==> config.mk <==
export PLATFORM = sky130hd
export DESIGN_NAME = dcache_ctrl
export DESIGN_NICKNAME = d
export VERILOG_FILES = /design/src/rtl/dcache_ctrl.sv
export SDC_FILE = /design/constraint.sdc
export NUM_CORES = 2
export LEC_CHECK = 0
export BUFFER_PORTS_ARGS = -buffer_cell sky130_fd_sc_hd__buf_2
export CORE_MARGIN = 2
export CORE_UTILIZATION = 55
export CTS_BUF_LIST = sky130_fd_sc_hd__clkbuf_16
export CTS_CLUSTER_DIAMETER = 200
export DETAILED_ROUTE_END_ITERATION = 8
export PLACE_DENSITY = 0.78
export SLEW_MARGIN = 0
export SYNTH_ARGS = -nofsm -noshare
export SYNTH_HDL_FRONTEND = slang
export SYNTH_SLANG_ARGS = --single-unit
==> constraint.sdc <==
create_clock -name clk -period 10.15 [get_ports clk]
set_input_delay 1.015 -clock clk [delete_from_list [all_inputs] [get_ports clk]]
set_output_delay 1.015 -clock clk [all_outputs]
set_load 0.01 [all_outputs]
==> src/rtl/dcache_ctrl.sv <==
// dcache_ctrl: direct-mapped 64-set x 64-byte data-cache controller.
// Ports: LSU req/resp, 64-bit burst memory bus, data RAM control.
module dcache_ctrl #(
  parameter int ADDR_WIDTH = 32
) (
  input  logic                  clk,
  input  logic                  rst,
  input  logic                  cpu_req_valid,
  output logic                  cpu_req_ready,
  input  logic [ADDR_WIDTH-1:0] cpu_req_addr,
  input  logic                  cpu_req_wen,
  input  logic [63:0]           cpu_req_wdata,
  input  logic [3:0]            cpu_req_mask,
  output logic                  cpu_resp_valid,
  output logic [63:0]           cpu_resp_rdata,
  output logic                  mem_req_valid,
  input  logic                  mem_req_ready,
  output logic                  mem_req_wen,
  output logic [ADDR_WIDTH-1:0] mem_req_addr,
  output logic                  mem_wvalid,
  input  logic                  mem_wready,
  output logic [63:0]           mem_wdata,
  output logic                  mem_wlast,
  input  logic                  mem_rvalid,
  input  logic [63:0]           mem_rdata,
  output logic                  ram_wen,
  output logic [5:0]            ram_index,
  output logic [3:0]            ram_write_mask,
  output logic [5:0]            ram_r_offset,
  output logic [5:0]            ram_w_offset,
  output logic [63:0]           ram_data_in,
  input  logic [63:0]           ram_data_out
);
  localparam int TW = ADDR_WIDTH - 12;

  typedef enum logic [2:0] {
    IDLE, LOOKUP, WB_REQ, WB_DATA, RF_REQ, RF_DATA
  } state_e;

  state_e                state_q;
  logic [2:0]            beat_q;
  logic [ADDR_WIDTH-1:0] addr_q;
  logic                  wen_q;
  logic [63:0]           wdata_q;
  logic [3:0]            mask_q;
  logic [TW-1:0]         tag_q [64];
  logic [63:0]           valid_q;
  logic [63:0]           dirty_q;

  logic [5:0]    idx;
  logic [TW-1:0] req_tag;
  logic          hit;
  logic          rf_done;

  assign idx     = addr_q[11:6];
  assign req_tag = addr_q[ADDR_WIDTH-1:12];
  assign hit     = valid_q[idx] && (tag_q[idx] == req_tag);
  assign rf_done = (state_q == RF_DATA) && mem_rvalid
                   && (beat_q == 3'd7);

  // Tags need no reset: valid bits gate every use.
  always_ff @(posedge clk) begin
    if (!rst && rf_done) tag_q[idx] <= req_tag;
  end

  always_ff @(posedge clk) begin
    if (rst) begin
      state_q <= IDLE;
      beat_q  <= '0;
      valid_q <= '0;
      dirty_q <= '0;
      addr_q  <= '0;
      wen_q   <= 1'b0;
      wdata_q <= '0;
      mask_q  <= '0;
    end else begin
      unique case (state_q)
        IDLE: begin
          if (cpu_req_valid) begin
            addr_q  <= cpu_req_addr;
            wen_q   <= cpu_req_wen;
            wdata_q <= cpu_req_wdata;
            mask_q  <= cpu_req_mask;
            state_q <= LOOKUP;
          end
        end
        LOOKUP: begin
          if (hit) begin
            if (wen_q) dirty_q[idx] <= 1'b1;
            state_q <= IDLE;
          end else if (dirty_q[idx]) begin
            state_q <= WB_REQ;
          end else begin
            state_q <= RF_REQ;
          end
        end
        WB_REQ: begin
          if (mem_req_ready) begin
            beat_q  <= '0;
            state_q <= WB_DATA;
          end
        end
        WB_DATA: begin
          if (mem_wready) begin
            beat_q <= beat_q + 3'd1;
            if (beat_q == 3'd7) begin
              dirty_q[idx] <= 1'b0;
              state_q      <= RF_REQ;
            end
          end
        end
        RF_REQ: begin
          if (mem_req_ready) begin
            beat_q  <= '0;
            state_q <= RF_DATA;
          end
        end
        RF_DATA: begin
          if (mem_rvalid) begin
            beat_q <= beat_q + 3'd1;
            if (beat_q == 3'd7) begin
              valid_q[idx] <= 1'b1;
              dirty_q[idx] <= 1'b0;
              state_q      <= LOOKUP;
            end
          end
        end
        default: state_q <= IDLE;
      endcase
    end
  end

  // Handshake outputs are forced low while reset is asserted.
  always_comb begin
    cpu_req_ready  = !rst && (state_q == IDLE);
    cpu_resp_valid = !rst && (state_q == LOOKUP) && hit;
    cpu_resp_rdata = ram_data_out;
    mem_req_valid  = !rst && ((state_q == WB_REQ)
                              || (state_q == RF_REQ));
    mem_req_wen    = !rst && (state_q == WB_REQ);
    mem_req_addr   = {req_tag, idx, 6'b0};
    if (state_q == WB_REQ) begin
      mem_req_addr = {tag_q[idx], idx, 6'b0};
    end
    mem_wvalid     = !rst && (state_q == WB_DATA);
    mem_wdata      = ram_data_out;
    mem_wlast      = mem_wvalid && (beat_q == 3'd7);
    ram_index      = idx;
    ram_r_offset   = addr_q[5:0];
    ram_w_offset   = addr_q[5:0];
    ram_write_mask = mask_q;
    ram_data_in    = wdata_q;
    ram_wen        = !rst && (state_q == LOOKUP)
                     && hit && wen_q;
    if (state_q == WB_DATA) begin
      ram_r_offset = {beat_q, 3'b000};
    end
    if (state_q == RF_DATA) begin
      ram_w_offset   = {beat_q, 3'b000};
      ram_write_mask = 4'd8;
      ram_data_in    = mem_rdata;
      ram_wen        = !rst && mem_rvalid;
    end
  end

endmodule

After elaboration in Yosys (flattened, before gate mapping)
Memory sizes are Yosys's and may differ from the RTL's. A register that Yosys moved wholly into a read port is not among the register bits.
Cells that the tools add are included.
Storage, ports and cells
  memory bits (writable): 1280
  output and inout bits: 253
  memory bits (read-only): 0
  bits of input ports: 235
  memories kept: 1
  bits in latches: 0
  bits in registers: 235
Operators by class
  equality and inequality tests: 17
  $lt $le $gt $ge: 2
  shifts and indexed selects: 0
  add/sub/neg operators: 1
  multiplexer cells: 36
  multiply operators: 0
  bitwise gates (word level): 4
  div/mod/pow operators: 0
  reduce and logical (&&, ||, !) cells: 25
Memories
  tag_q: words 64, width 20, read ports 1, clocked after Yosys merged registers in 1, wr ports 1, RTL line 46  | logic [TW-1:0] tag_q [64];
Operator list (number)
  2-to-1 mux 64 bit: 6
  case mux 64 bit (3 select lines): 1
  bitwise OR 64 bit: 2
  AND 64 bit: 1
  inverter 64 bit: 1
  2-to-1 mux 3 bit: 12
  2-to-1 mux 32 bit: 1
  2-to-1 mux 6 bit: 4
  == test 20 bit: 1
  case mux 3 bit (6 select lines): 1
  != test 2 bit, second input constant: 8
  logical AND 1 bit: 14
  binary-select mux 1 bit (select 6 bit): 2
  == test 3 bit, second input constant: 3
  case mux 3 bit (3 select lines): 1
  less-than comparator 6 x 7 -> 1 bit, second input constant: 1
  AND reduction 7 bit: 1
  demux 1 bit (select 6 bit): 1
  == test 3 x 2 -> 1 bit, second input constant: 2
  greater-or-equal comparator 6 x 1 -> 1 bit, second input constant: 1
  2-to-1 mux 1 bit: 6
  nonzero test 3 bit: 2
  AND reduction 5 bit: 1
  2-to-1 mux 4 bit: 1
  10 further kinds: 11

Logic depth before layout (Yosys ltp)
  depth after elaboration: 9
  depth in mapped cells: 17
  gate-level depth less buffers: 10

Worst setup path after synthesis
Ideal clock, no wire load.
  path type: register -> output
  from: register (tool-made name)
  to: output ram_wen
  buffers on the path: 6
  slack: 5.345 ns
  required time: 9.135 ns
  arrival time: 3.790 ns
  cell stages (with the launch flop): 16
  cells stage by stage: dfxtp_1 buf_6 buf_6 buf_4 buf_2 buf_2 mux4_2 mux2_2 o221ai_1 o22ai_1 xor2_1 or4_1 or4_4 buf_6 o22a_1 nor2_1
RTL lines
  to (decl): RTL line 26  | output logic ram_wen,

==> results list <==
* Clk sink count: 1521
* Internal reg-to-reg setup slack: about 4 ns
- Post-synthesis cell area: 61900 µm²
- Across the routed clock network, the largest skew measured is 0.0332 ns.
- Summing the sequential cell areas from Yosys gives 69.9% of the chip area.
- Critical Path Max Stage Delay: 0.96 ns
- After the first detailed-routing iteration, the DRC count stood at between 5000 and 6000.
- Multi-input combinational cell area: ~17000 µm²
- Global routing met3 resource utilization: 11.3%
- The die covers 115000 µm².
- The signal on the critical path passes through buf_12 -> buf_4 -> mux4_2 -> o22ai_1 -> or4_1 -> o22ai_1 -> nor2_1 -> xnor2_1 -> or4_1 -> a2111oi_0 -> nor4bb_1 -> buf_2.
* Routability congestion estimate from global placement: slightly below 1
- For this design the top-level I/O count stands at 488.
- Total of fill cells in the finished design: 7808
* Dominant cell by count in the synthesized netlist: sky130_fd_sc_hd__edfxtp_1
- The number of antenna violations at the first check in global routing was 13.
- The worst path uses 73.5% of the clock period.
- Setup violations remaining at the end of the flow were counted as 0.
* Synth top area share: 62.1%
- Area of all sequential standard cells: roughly 43000 µm²
- The worst path in the final design needs a cycle of 7.46 ns, including I/O delays and setup.
- Tot GR Track Use: 30.8%
- Worst supply voltage drop on vdd: about 0.00015 V
- H-Tree Depth: 4
* CTS tree: yes
- Slowest stage cell on the critical path: sky130_fd_sc_hd__nor4bb_1
- Highest fanout seen on the critical path: 104
* Number of enable-type register cells in the synthesized netlist: 1280
* CTS Buffer Depth: 3
- Warning count from the yosys run: 0
- The count of buffers added on input and output ports is 289.
- Number of buffers and inverters on the critical path: 3
- The path class of the tightest hold or removal check is register to register.
- Critical Setup Path Class: register to primary output
- Final Total Pwr: 13800 µW
- GR Overflow Total: 0
- After clock tree synthesis, the repair step resized 0 gates.
- At the pin with the least slew margin, the transition time is 1.39 ns.
- Across the run, the number of max-cap violations was 0.
* Post-DRT Antenna Nets: 0
- Top cells by area, synth: sky130_fd_sc_hd__edfxtp_1 62%, sky130_fd_sc_hd__mux4_2 12%, sky130_fd_sc_hd__dfxtp_1 7.8%
- met2 is the most crowded layer.
- Required @ worst endpoint: 9.14 ns
* Number of max-slew violations in the final report: 0
- At the later pin of the worst-skew pair, clock insertion delay measures 0.78 ns.
* Total wire length after detailed routing: 180 mm
- Synthesis instantiated 74 different standard cells from the library.
- Average wire per standard cell: between 30 and 40 µm
- Measured along the y axis, the die boundary spans 339 µm.
- Synthesis produced a netlist whose cell count is 3712.
* Category of the worst setup path capture point: primary output
- Vias per Instance: 6.68
* Cell family contributing the most delay on the critical path: simple AND/OR/NAND/NOR gates
- DRT Pass-1 Iters: 8
- Dividing total power by cell area gives a power density of 200 nW/µm².
* Die width: 339 µm
- Synth area leader: sky130_fd_sc_hd__edfxtp_1
- Count of buffers added by post-CTS timing repair for setup: 0
- Headroom to the max-slew limit came out at 7.43%.
* Placement Rows: 123
- Number of hold buffers added after CTS: 0
* Worst path arrival time: 6.45 ns
* Post-DP HPWL: 108 mm
- Count of final hold-check violations: 0
* Outcome: finished clean
- Cts bufs inserted: 148
- Each instance of the synthesized netlist takes up on average around 17 µm².
- Net total in the final layout: approximately 4100
* Leakage power: 0.0228 µW
- Buffer cell driving the clock tree root: sky130_fd_sc_hd__clkbuf_16
- Adding up every negative setup slack in the final design gives 0 ns.
- Relative to the synthesized area, the layout overhead comes to 11.4%.
- Maximum number of pins on one net before global-route repair: 105
- Core Region: 112000 µm²
- The first global-routing pass estimated roughly 250 mm of wire.
- Proportion of register bits with asynchronous set or reset after synthesis: 0%
- The via count of the first global-routing pass came to 35247.
* Fraction of final layout cells sized beyond drive strength 1: 28.6%
- Detailed routing inserted a total of 36667 vias.
- Predominant post-synthesis flop cell: sky130_fd_sc_hd__edfxtp_1
* RSZ-0062 raised after global routing: no
* Startpoint kind of the worst setup timing path: register
- After detailed routing, the number of remaining DRC violations is 0.
- Most instantiated cells after synthesis: 1280 x sky130_fd_sc_hd__edfxtp_1, 322 x sky130_fd_sc_hd__nand2_1, 321 x sky130_fd_sc_hd__mux4_2
- Clock-pin slew was measured on the worst setup and hold paths at 0.06 ns.
- In the global route stage, met1 resource usage came out at 41.1%.
* Fmax: 0.134 GHz
- In this run, synthesis produced a sequential element count of 1521.
- Once the floorplan was initialized, standard cells occupied 55.2% of the core.
- For met2 alone, demand over resource in global routing was between 40% and 50%.
cells by family after synthesis:
group,count (synthesis),synth area share [%]
other,1,0.00606
AOI/OAI and AO/OA,509,5.62
and+or+nand+nor,674,4.88
muxes,530,15.3
xor gates and xnor gates,16,0.227
adders and majority gates,2,0.0404
buffers and inverters,459,4.03
DFF,1521,69.9
flip-flops by register name, indices dropped and copies added (netlist names), named ones only:
signal / flops
tag_q: 1280
valid_q: 64
wdata_q: 64
addr_q: 32
mask_q: 4
beat_q: 3
state_q: 3
wen_q: 1
path summary, 6_finish.rpt:
path,depth (start not counted),start,to
worst min-delay path,2,wdata_q[16]$_SDFFE_PP0P_,wdata_q[16]$_SDFFE_PP0P_
worst max register to register,10,register,register
worst max-delay path,12,register,cpu_resp_valid
worst min register to register,2,wdata_q[16]$_SDFFE_PP0P_,wdata_q[16]$_SDFFE_PP0P_
cells in the final DEF (no fill, tap or decap), types with 40 or more instances in the layout:
master,instances
sky130_fd_sc_hd__a21oi_1,127
sky130_fd_sc_hd__a22oi_1,40
sky130_fd_sc_hd__a311oi_1,58
sky130_fd_sc_hd__buf_2,288
sky130_fd_sc_hd__buf_4,99
sky130_fd_sc_hd__clkbuf_16,149
sky130_fd_sc_hd__dfxtp_1,215
sky130_fd_sc_hd__edfxtp_1,1280
sky130_fd_sc_hd__inv_1,103
sky130_fd_sc_hd__mux2_2,99
sky130_fd_sc_hd__mux2i_1,110
sky130_fd_sc_hd__mux4_2,321
sky130_fd_sc_hd__nand2_1,321
sky130_fd_sc_hd__nor2_1,121
sky130_fd_sc_hd__o21a_1,65
sky130_fd_sc_hd__o22ai_1,101
layout make-up:
| class | count | area share (%) |
|---|---|---|
| Tap cell | 1500 | 2.72 |
| Inverter | 75 | 0.408 |
| Timing Repair Buffer | 392 | 3.30 |
| Antenna cell | 3 | 0.0109 |
| Clock buffer | 149 | 5.41 |
| Sequential cell | 1521 | 62.8 |
| Multi-Input combinational cell | 1737 | 23.9 |
| Clock inverter | 116 | 1.40 |
power by group:
part	switching, µW	total, µW	leakage [µW]	internal [µW]
clock	2380	5360	0.00241	2970
combinational	971	1480	0.00670	512
sequential	69.8	6950	0.0137	6880
total	3420	13800	0.0228	10400
per-stage QoR:
| step | utilization [%] | hold WS (ns) | cells | instance area (µm²) | setup WS (ns) |
|---|---|---|---|---|---|
| floorplan | - | 0.431 | 3717 | 61900 | 5.35 |
| finish | 61.5 | 0.454 | 5493 | 68900 | 2.69 |
| global placement | 57.3 | 0.439 | 5225 | 64200 | 3.70 |
| global route | 61.5 | 0.467 | 5491 | 68900 | 2.63 |
| detailed placement | 57.3 | 0.447 | 5225 | 64200 | 3.63 |
| CTS | 61.5 | 0.446 | 5490 | 68900 | 2.75 |
worst reg2reg max path, delay by kind of cell (launching register included):
family / cells / cell delay (ns)
AOI/OAI and AO/OA: 3 / 1.68
buffers and inverters: 2 / 1.26
DFF: 1 / 0.72
and+or+nand+nor: 4 / 2.04
muxes: 1 / 0.28
layer usage:
metal	wire [µm]	vias to the layer above
li1	-	14750
met5	80	-
met4	7750	14
met1	62700	18472
met2	82200	2963
met3	27300	468
(Power assumes the default switching activity.)
